<file path="config.mk">
export PLATFORM = sky130hd
export DESIGN_NAME = turn_scheduler_flat
export DESIGN_NICKNAME = d
export VERILOG_FILES = /design/src/rtl/variable_pkg.sv /design/src/rtl/turn_scheduler_if.sv /design/src/rtl/turn_scheduler_timer.sv /design/src/rtl/turn_scheduler.sv /design/src/flat_wrapper.sv
export SDC_FILE = /design/constraint.sdc
export NUM_CORES = 1
export LEC_CHECK = 0
export ABC_AREA = 1
export CAP_MARGIN = 10
export CORE_MARGIN = 8
export CORE_UTILIZATION = 55
export DETAILED_ROUTE_END_ITERATION = 10
export DONT_BUFFER_PORTS = 1
export PLACE_DENSITY = 0.7
export SYNTH_ARGS = -nofsm -noshare
export SYNTH_HDL_FRONTEND = slang
export SYNTH_SLANG_ARGS = --single-unit
</file>
<file path="constraint.sdc">
create_clock -name clk60MHz -period 2.6 [get_ports clk60MHz]
set_input_delay 0.78 -clock clk60MHz [delete_from_list [all_inputs] [get_ports clk60MHz]]
set_output_delay 0.78 -clock clk60MHz [all_outputs]
set_load 0.1 [all_outputs]
</file>
<file path="src/rtl/variable_pkg.sv">
// Shared match definitions: player roles, turn states and hit-point helpers
// used by player selection and the turn scheduler.
package variable_pkg;

  localparam logic [1:0] NO_PLAYER = 2'd0;
  localparam logic [1:0] PLAYER_1  = 2'd1;
  localparam logic [1:0] PLAYER_2  = 2'd2;

  typedef enum logic [2:0] {
    WAIT_ROLE    = 3'd0,
    LOCAL_AIM    = 3'd1,
    LOCAL_FLIGHT = 3'd2,
    REPORT       = 3'd3,
    REMOTE_WAIT  = 3'd4,
    GAME_OVER    = 3'd5
  } turn_state_t;

  // Hit points never wrap below zero.
  function automatic logic [2:0] hp_after_hit(input logic [2:0] hp, input logic hit);
    logic [2:0] res;
    if (hit && (hp != 3'd0)) begin
      res = hp - 3'd1;
    end else begin
      res = hp;
    end
    return res;
  endfunction

  function automatic logic [1:0] opponent_of(input logic [1:0] role);
    return (role == PLAYER_1) ? PLAYER_2 : PLAYER_1;
  endfunction

endpackage

</file>
<file path="src/rtl/turn_scheduler_if.sv">
// Turn-scheduler boundary: role/fire/projectile/link inputs and the
// aim/throw/report/score outputs.
interface turn_scheduler_if;
  logic [1:0] current_player;
  logic       fire_req;
  logic       throw_done;
  logic       throw_hit;
  logic       remote_turn_done;
  logic       remote_hit;
  logic       throw_start;
  logic       aim_enable;
  logic       turn_done_tx;
  logic       hit_tx;
  logic [2:0] hp_local;
  logic [2:0] hp_remote;
  logic       game_over;
  logic [1:0] winner;

  modport slave (
    input  current_player, fire_req, throw_done, throw_hit, remote_turn_done, remote_hit,
    output throw_start, aim_enable, turn_done_tx, hit_tx, hp_local, hp_remote, game_over, winner
  );

  modport master (
    output current_player, fire_req, throw_done, throw_hit, remote_turn_done, remote_hit,
    input  throw_start, aim_enable, turn_done_tx, hit_tx, hp_local, hp_remote, game_over, winner
  );
endinterface

</file>
<file path="src/rtl/turn_scheduler_timer.sv">
// Loadable/clearable 30-bit turn counter; tc flags when the count equals
// the compare value supplied by the scheduler.
module turn_timer (
  input  logic        clk60MHz,
  input  logic        rst,
  input  logic        clear,
  input  logic        load,
  input  logic [29:0] load_value,
  input  logic        enable,
  input  logic [29:0] tc_value,
  output logic        tc
);

  logic [29:0] count_r;

  // Counter register: clear has priority over load, load over counting.
  always_ff @(posedge clk60MHz) begin
    if (rst) begin
      count_r <= 30'd0;
    end else if (clear) begin
      count_r <= 30'd0;
    end else if (load) begin
      count_r <= load_value;
    end else if (enable) begin
      count_r <= count_r + 30'd1;
    end else begin
      count_r <= count_r;
    end
  end

  assign tc = (count_r == tc_value);

endmodule

</file>
<file path="src/rtl/turn_scheduler.sv">
// Match sequencer for the two-board game: grants local aim/throw turns,
// waits for remote turns, keeps both hit-point counts and declares the winner.
module turn_scheduler
  import variable_pkg::*;
#(
  parameter int AIM_TIMEOUT    = 600_000_000,
  parameter int FLIGHT_TIMEOUT = 180_000_000,
  parameter int HP_INIT        = 3
) (
  input logic             clk60MHz,
  input logic             rst,
  turn_scheduler_if.slave ts
);

  localparam logic [29:0] AIM_TC    = 30'(AIM_TIMEOUT - 1);
  localparam logic [29:0] FLIGHT_TC = 30'(FLIGHT_TIMEOUT - 1);
  localparam logic [2:0]  HP_INIT_V = 3'(HP_INIT);

  turn_state_t state_r, state_s;
  logic [1:0]  role_r, role_s;
  logic        result_r, result_s;
  logic [2:0]  hp_local_r, hp_local_s;
  logic [2:0]  hp_remote_r, hp_remote_s;
  logic [1:0]  winner_r, winner_s;
  logic        fire_s;
  logic        throw_start_r, aim_enable_r, turn_done_tx_r, hit_tx_r, game_over_r;
  logic        tc_s, timer_clear_s, timer_en_s;
  logic [29:0] tc_value_s;

  turn_timer u_timer (
    .clk60MHz   (clk60MHz),
    .rst        (rst),
    .clear      (timer_clear_s),
    .load       (1'b0),
    .load_value (30'd0),
    .enable     (timer_en_s),
    .tc_value   (tc_value_s),
    .tc         (tc_s)
  );

  // Next-state, hit-point and winner logic; fire beats a same-cycle aim timeout.
  always_comb begin
    state_s     = state_r;
    role_s      = role_r;
    result_s    = result_r;
    hp_local_s  = hp_local_r;
    hp_remote_s = hp_remote_r;
    winner_s    = winner_r;
    fire_s      = 1'b0;
    case (state_r)
      WAIT_ROLE: begin
        if (ts.current_player == PLAYER_1) begin
          role_s  = PLAYER_1;
          state_s = LOCAL_AIM;
        end else if (ts.current_player == PLAYER_2) begin
          role_s  = PLAYER_2;
          state_s = REMOTE_WAIT;
        end else begin
          state_s = WAIT_ROLE;
        end
      end
      LOCAL_AIM: begin
        if (ts.fire_req) begin
          fire_s  = 1'b1;
          state_s = LOCAL_FLIGHT;
        end else if (tc_s) begin
          result_s = 1'b0;
          state_s  = REPORT;
        end else begin
          state_s = LOCAL_AIM;
        end
      end
      LOCAL_FLIGHT: begin
        if (ts.throw_done) begin
          result_s = ts.throw_hit;
          state_s  = REPORT;
        end else if (tc_s) begin
          result_s = 1'b0;
          state_s  = REPORT;
        end else begin
          state_s = LOCAL_FLIGHT;
        end
      end
      REPORT: begin
        hp_remote_s = hp_after_hit(hp_remote_r, result_r);
        if (hp_remote_s == 3'd0) begin
          winner_s = role_r;
          state_s  = GAME_OVER;
        end else begin
          state_s = REMOTE_WAIT;
        end
      end
      REMOTE_WAIT: begin
        if (ts.remote_turn_done) begin
          hp_local_s = hp_after_hit(hp_local_r, ts.remote_hit);
          if (hp_local_s == 3'd0) begin
            winner_s = opponent_of(role_r);
            state_s  = GAME_OVER;
          end else begin
            state_s = LOCAL_AIM;
          end
        end else begin
          state_s = REMOTE_WAIT;
        end
      end
      GAME_OVER: begin
        state_s = GAME_OVER;
      end
      default: begin
        state_s = WAIT_ROLE;
      end
    endcase
  end

  assign tc_value_s    = (state_r == LOCAL_AIM) ? AIM_TC : FLIGHT_TC;
  assign timer_en_s    = (state_r == LOCAL_AIM) || (state_r == LOCAL_FLIGHT);
  assign timer_clear_s = (state_s != state_r);

  // State, score and output registers; outputs follow the state being entered.
  always_ff @(posedge clk60MHz) begin
    if (rst) begin
      state_r        <= WAIT_ROLE;
      role_r         <= NO_PLAYER;
      result_r       <= 1'b0;
      hp_local_r     <= HP_INIT_V;
      hp_remote_r    <= HP_INIT_V;
      winner_r       <= NO_PLAYER;
      throw_start_r  <= 1'b0;
      aim_enable_r   <= 1'b0;
      turn_done_tx_r <= 1'b0;
      hit_tx_r       <= 1'b0;
      game_over_r    <= 1'b0;
    end else begin
      state_r        <= state_s;
      role_r         <= role_s;
      result_r       <= result_s;
      hp_local_r     <= hp_local_s;
      hp_remote_r    <= hp_remote_s;
      winner_r       <= winner_s;
      throw_start_r  <= fire_s;
      aim_enable_r   <= (state_s == LOCAL_AIM);
      turn_done_tx_r <= (state_r == REPORT);
      hit_tx_r       <= (state_r == REPORT) && result_r;
      game_over_r    <= (state_s == GAME_OVER);
    end
  end

  assign ts.throw_start  = throw_start_r;
  assign ts.aim_enable   = aim_enable_r;
  assign ts.turn_done_tx = turn_done_tx_r;
  assign ts.hit_tx       = hit_tx_r;
  assign ts.hp_local     = hp_local_r;
  assign ts.hp_remote    = hp_remote_r;
  assign ts.game_over    = game_over_r;
  assign ts.winner       = winner_r;

endmodule

</file>
<file path="src/flat_wrapper.sv">
// flat-port wrapper written by rule: the top's interface ports become plain ports
module turn_scheduler_flat import variable_pkg::*;
#(
  parameter int AIM_TIMEOUT    = 600_000_000,
  parameter int FLIGHT_TIMEOUT = 180_000_000,
  parameter int HP_INIT        = 3
)
  (clk60MHz, rst, ts_current_player, ts_fire_req, ts_throw_done, ts_throw_hit, ts_remote_turn_done, ts_remote_hit, ts_throw_start, ts_aim_enable, ts_turn_done_tx, ts_hit_tx, ts_hp_local, ts_hp_remote, ts_game_over, ts_winner);
  turn_scheduler_if ts_i ();
  input logic clk60MHz;
  input logic rst;
  input wire logic [$bits(ts_i.current_player)-1:0] ts_current_player;
  input wire logic [$bits(ts_i.fire_req)-1:0] ts_fire_req;
  input wire logic [$bits(ts_i.throw_done)-1:0] ts_throw_done;
  input wire logic [$bits(ts_i.throw_hit)-1:0] ts_throw_hit;
  input wire logic [$bits(ts_i.remote_turn_done)-1:0] ts_remote_turn_done;
  input wire logic [$bits(ts_i.remote_hit)-1:0] ts_remote_hit;
  output wire logic [$bits(ts_i.throw_start)-1:0] ts_throw_start;
  output wire logic [$bits(ts_i.aim_enable)-1:0] ts_aim_enable;
  output wire logic [$bits(ts_i.turn_done_tx)-1:0] ts_turn_done_tx;
  output wire logic [$bits(ts_i.hit_tx)-1:0] ts_hit_tx;
  output wire logic [$bits(ts_i.hp_local)-1:0] ts_hp_local;
  output wire logic [$bits(ts_i.hp_remote)-1:0] ts_hp_remote;
  output wire logic [$bits(ts_i.game_over)-1:0] ts_game_over;
  output wire logic [$bits(ts_i.winner)-1:0] ts_winner;
  assign ts_i.current_player = ts_current_player;
  assign ts_i.fire_req = ts_fire_req;
  assign ts_i.throw_done = ts_throw_done;
  assign ts_i.throw_hit = ts_throw_hit;
  assign ts_i.remote_turn_done = ts_remote_turn_done;
  assign ts_i.remote_hit = ts_remote_hit;
  assign ts_throw_start = ts_i.throw_start;
  assign ts_aim_enable = ts_i.aim_enable;
  assign ts_turn_done_tx = ts_i.turn_done_tx;
  assign ts_hit_tx = ts_i.hit_tx;
  assign ts_hp_local = ts_i.hp_local;
  assign ts_hp_remote = ts_i.hp_remote;
  assign ts_game_over = ts_i.game_over;
  assign ts_winner = ts_i.winner;
  turn_scheduler #(.AIM_TIMEOUT(AIM_TIMEOUT), .FLIGHT_TIMEOUT(FLIGHT_TIMEOUT), .HP_INIT(HP_INIT)) u_core (.clk60MHz(clk60MHz), .rst(rst), .ts(ts_i));
endmodule
</file>
==> Word level (Yosys, flattened, before mapping) <==
Index checks and enable logic that the tools add are counted.
{ "classes": {"n_mux": 28, "addsub": 3, "reduce_logical": 18, "n_bitwise": 1, "n_eq_ne": 16} }
{ "op_table": {"columns": ["operator", "n"], "rows": [
  ["two-way mux 3 bit", 11],
  ["adder 30 x 1 -> 30 bit, second input constant", 1],
  ["equality test 30 bit", 1],
  ["two-way mux 30 bit", 1],
  ["one-hot mux 3 bit (6 select lines)", 1],
  ["two-way mux 2 bit", 7],
  ["equality test 3 bit, second input constant", 3],
  ["zero test 3 bit", 3],
  ["equality test 3 x 1 -> 1 bit, second input constant", 2],
  ["equality test 3 x 2 -> 1 bit, second input constant", 2],
  ["two-way mux 1 bit", 6],
  ["AND reduction 2 bit", 3],
  ["nonzero test 2 bit", 3],
  ["nonzero test 3 bit", 2],
  ["subtractor 3 x 1 -> 3 bit, second input constant", 2],
  ["equality test 2 x 1 -> 1 bit, second input constant", 2],
  ["!= test 2 x 1 -> 1 bit, second input constant", 2],
  ["!= test 2 bit, second input constant", 2],
  ["one-hot mux 2 bit (2 select lines)", 1],
  ["AND reduction 4 bit", 1],
  ["OR reduction 2 bit", 2],
  ["logical AND 1 bit", 3],
  ["!= test 3 bit", 1],
  ["equality test 2 bit, second input constant", 1],
  ["3 further kinds", 3]
]} }
{ "word_totals": {"wordCells": 78, "out_inout_bits": 13, "reg_bits": 49} }

==> Logic depth before layout (Yosys ltp) <==
{ "depth": {"ltp_word": 11, "ltp_mapped": 17, "ltp_nobuf": 16} }

==> Hierarchy <==
A second synthesis with hierarchy kept.
{ "hier_totals": {"cells_unflattened": 553, "area_unflattened_um2": 3653.5} }
{ "by_module_without_submodules": {"columns": ["module", "cells_each", "seq_area_each_um2", "area_per_inst_um2", "n_inst"], "rows": [
  ["turn_timer", 389, 600.6, 2508.7, 1],
  ["turn_scheduler", 164, 380.4, 1144.8, 1]
]} }

==> Worst setup path after synthesis <==
No wires, ideal clock.
{ "synth_path": {"kind": "flip-flop to flip-flop", "startpoint": "reg u_core.hp_remote_r[0] (netlist: u_core.ts.hp_remote[0])", "endpoint": "reg u_core.u_timer.count_r[14]", "synth_period_minus_slack_ns": 2.626, "arrival_ns": 2.564, "path_slack_ns": -0.026, "path_stages_with_launch": 18, "path_cell_list": "dfxtp_1 -> inv_1 -> ha_1 -> ha_1 -> inv_1 -> nand2_1 -> nand2_1 -> nand2_1 -> nor2_1 -> nand2_1 -> nand2_1 -> nor2_2 -> nand2_2 -> nand2_1 -> nand2_1 -> nand3_2 -> buf_6 -> nor2_2"} }
{ "synth_via": {"elab_chain_len": 9} }
{ "synth_lines": {"columns": ["element", "line_no", "rtl"], "rows": [
  ["start: declaration", "turn_scheduler.sv:23", "logic [2:0] hp_remote_r, hp_remote_s;"],
  ["start signal: assignment", "turn_scheduler.sv:138", "hp_remote_r <= hp_remote_s;"],
  ["branches (longest 2 deep; another with subtractor 3 x 1 -> 3 bit)", null, null],
  ["two-way mux 3 bit (*)", "variable_pkg.sv:21", "if (hit && (hp != 3'd0)) begin"],
  ["two-way mux 3 bit (*)", "turn_scheduler.sv:50", "case (state_r)"],
  ["zero test 3 bit (*)", "turn_scheduler.sv:86", "if (hp_remote_s == 3'd0) begin"],
  ["two-way mux 1 bit (*)", "turn_scheduler.sv:86", null],
  ["one-hot mux 3 bit (6 select lines) (*)", "turn_scheduler.sv:50", null],
  ["!= test 3 bit (*)", "turn_scheduler.sv:117", "assign timer_clear_s = (state_s != state_r);"],
  ["OR reduction 2 bit (no line) (*)", null, null],
  ["end signal: assignment", "turn_scheduler_timer.sv:23", "count_r <= load_value;"],
  ["end signal: assignment", "turn_scheduler_timer.sv:25", "count_r <= count_r + 30'd1;"],
  ["end signal: assignment", "turn_scheduler_timer.sv:27", "count_r <= count_r;"],
  ["end: declaration", "turn_scheduler_timer.sv:14", "logic [29:0] count_r;"]
]} }
Mark *: on every way between the ends. The select of a mux whose other input is x is not followed.
A chain may end at the register's enable or synchronous reset.

==> Worst setup path in the final report <==
{ "layout_path": {"startpoint": "reg u_core.hp_remote_r[0] (netlist: u_core.ts.hp_remote[0])", "endpoint": "reg u_core.u_timer.count_r[11]"} }
The elaborated chain is that of the path after synthesis.

==> results.ini <==
[run_status]
status = finished, final reports clean

[yosys]
ys_async_sr_fraction = 0
yosysMostFrequentCell = nand2_1
syn-cell-area_mm2 = 0.002824
syn_avg_cell_area_um2 = 7.078
synth_nets = 415
yosysUniqueCellTypes = 27
synth_top_area_cell = dfxtp_1
synth_area_leaders = dfxtp_1 (35%), nand2_1 (12%), nor2_2 (7.3%)
ys_warn_count = 0
synth_edf_count = 0
synthFlopType = dfxtp_1
synth.ff_latch_count = 49
ys_seq_area_frac = 0.3474
synth_cells = 399
synth_top_area_frac = 0.3474
synth_common_cells = nand2_1 (87), inv_1 (51), dfxtp_1 (49), nor2_1 (40), nor2_2 (33)

[timing]
period_share = 0.8770
final.setup.worst_slack_ns = 0.3197
grt_setup_unrepaired = no
finClkSkew_ns = 0.007821
max_freq_mhz = 438.5
slew_headroom = 0.6531
worst-slew-pin-transition_ns = 0.5203
finalMaxSlewViolations = 0
fin_crit_ns = 2.280
setup_tns_ns = 0
setup_viol = 0
hold_viol_final = 0

[worst_hold_path]
holdPathStages = 2
min_to = u_core.role_r[1]$_SDFFE_PP0P_
hp-class = reg2reg
min-delay-start = u_core.role_r[1]$_SDFFE_PP0P_

[drt]
wl_um = 5963
drc = 0
avgViaCountPerCell = 5.047
ant_nets = 0
vias = 2463
drtPass1Iterations = 4
drt-initial-drc-count = 164
post_drt_wl_per_cell_um = 12.22

[setup_path]
crit_type = reg2reg
reg2reg_from = u_core.ts.hp_remote[0]$_SDFFE_PP1P_
crit_family = simple AND/OR/NAND/NOR gates
critical-path-slowest-cell = buf_4
cp.arrival_ns = 2.46
cp_max_fo = 30
startpoint = u_core.ts.hp_remote[0]$_SDFFE_PP1P_
rrSetupSlack_ns = 0.32
cp_num_buf_inv = 3
slowest_delay_ns = 0.44
crit_path_start_kind = flop
timing.rr.end = u_core.u_timer.count_r[11]$_SDFFE_PP0P_
required_ns = 2.78
cp_cell_sequence = inv_1, ha_1, ha_1, inv_1, nand3_1, nand2_1, nor2_1, nand2_1, nand2_1, nor2_2, nand2_2, nand2_1, nand2_1, nand3_2, buf_4, nor2_2
worst_path_most_repeated_cell = nand2_1
endpoint_kind = flop
r2r_cells = 16

[cells_and_area]
utilization = 0.6164
syn2layout_area_growth_pct = 10.06
register_area_um2 = 982.2
fillers = 488
antennaDiodeCount = 0
nets = 433
multi_input_area_mm2 = 0.001592
drive_gt1_frac = 0.1890

[global_route]
grt-ovfl-total = 0
grt_pass1_vias = 2332
grt_usage = 0.1637
grt_pass1_wl_um = 10160
antenna_found_initial = 0
grt_start_max_net_pins = 31

[flow_run]
max_cap_violations = 0

[die]
rows = 26
design.core.area_mm2 = 0.005042
initial_utilization = 0.5600
die-width_um = 87.66
io_pins = 22
die_area_mm2 = 0.007683
die_h_um = 87.66

[clock_tree]
post_cts_resized = 0
clock-sinks = 49
path_clk_slew_ns = 0.09
clk_latency_ns = 0.30
cts_max_level = 2
ctsRootBufferMaster = clkbuf_8
cts_tree = done
cts_made_buffers = 5
clockBufferDepth = 2
postCtsSetupBuffers = 0
holdBufCountCts = 0

[power]
ir_drop_uv = 346.1
power_mw = 1.603
powerDensity_mw_per_mm2 = 515.9
p_leak_nw = 1.274

[placement]
place.gp.congestion = 0.9217
place_ws_ns = 0.3468
hpwlAfterDp_um = 4546
io_buffers = 0

==> cells in the final DEF (no fill, tap or decap), drive strengths merged <==
cell type   n
nor2       77
dfxtp      49
mux2i       1
nor4        3
ha          7
o211ai      1
nand3b      1
buf        15
xnor2       7
nand2      92
a31oi       1
clkinvlp    1
a21oi       9
o21ai      16
clkbuf      6
nor3       11
nand3      35
bufinv      1
xor2       20
nand4       7
o21bai      1
inv        57
==> per-stage QoR <==
| stage | instance area (um^2) | std cells | hold WS, ns |
|---|---|---|---|
| 2_1_floorplan | 2825 | 399 | 0.4435 |
| 3_5_place_dp | 2988 | 480 | 0.4533 |
| 6_report | 3108 | 488 | 0.4642 |
| 5_1_grt | 3108 | 488 | 0.5141 |
| 3_3_place_gp | 2988 | 480 | 0.4497 |
| 4_1_cts | 3108 | 488 | 0.4668 |
==> power breakdown <==
| group | internal, mW | switching [mW] |
|---|---|---|
| Clock | 0.313 | 0.259 |
| Sequential | 0.768 | 0.0156 |
| Combinational | 0.0596 | 0.188 |
| Total | 1.14 | 0.462 |
==> worst max-delay path by stage <==
stage | endpoint | slack, ns | cells after the start
detailed placement | u_core.u_timer.count_r[11]$_SDFFE_PP0P_ | 0.35 | 16
CTS | u_core.u_timer.count_r[11]$_SDFFE_PP0P_ | 0.32 | 16
global route | u_core.u_timer.count_r[11]$_SDFFE_PP0P_ | 0.06 | 16
floorplan | u_core.u_timer.count_r[14]$_SDFFE_PP0P_ | 0.01 | 17
global placement | u_core.u_timer.count_r[26]$_SDFFE_PP0P_ | 0.45 | 16
finish | u_core.u_timer.count_r[11]$_SDFFE_PP0P_ | 0.32 | 16
==> layout make-up <==
class / instances / area share
Multi-Input combinational cell: 289 / 0.5121
Sequential cell: 49 / 0.3160
Timing Repair Buffer: 15 / 0.03623
Tap cell: 70 / 0.02818
Clock inverter: 2 / 0.01208
Inverter: 57 / 0.06884
Clock buffer: 6 / 0.02657
==> flip-flops by register name (all words and copies together) (netlist names) <==
name                    flops
u_core.u_timer.count_r     30
u_core.result_r             1
u_core.ts.hp_remote         3
u_core.ts.hit_tx            1
u_core.ts.throw_start       1
u_core.state_r              3
u_core.ts.aim_enable        1
u_core.role_r               2
u_core.ts.winner            2
u_core.ts.game_over         1
u_core.ts.turn_done_tx      1
u_core.ts.hp_local          3
==> worst reg2reg max path, cell delays in order (launching register included) <==
cell and delay, ns:
dfxtp_2 0.33, inv_1 0.05, ha_1 0.20, ha_1 0.27, inv_1 0.05, nand3_1 0.09
nand2_1 0.08, nor2_1 0.04, nand2_1 0.05, nand2_1 0.08, nor2_2 0.13, nand2_2 0.08
nand2_1 0.06, nand2_1 0.07, nand3_2 0.06, buf_4 0.44, nor2_2 0.08
==> metal layers <==
layer	track usage	wire length [um]
met1	0.2137	2931
met2	0.2748	2723
met3	0.02251	252
met4	0.04219	55
met5	0	0
==> logic make-up after synthesis <==
logic type,share of synthesized area
AO/OA/AOI/OAI,0.05184
adder cells (fa/ha/maj),0.03101
multiplexers,0.003545
buffers and inverters,0.08905
XOR/XNOR,0.08374
AND/OR/NAND/NOR,0.3934
flip-flops,0.3474
(Power assumes the default switching activity.)
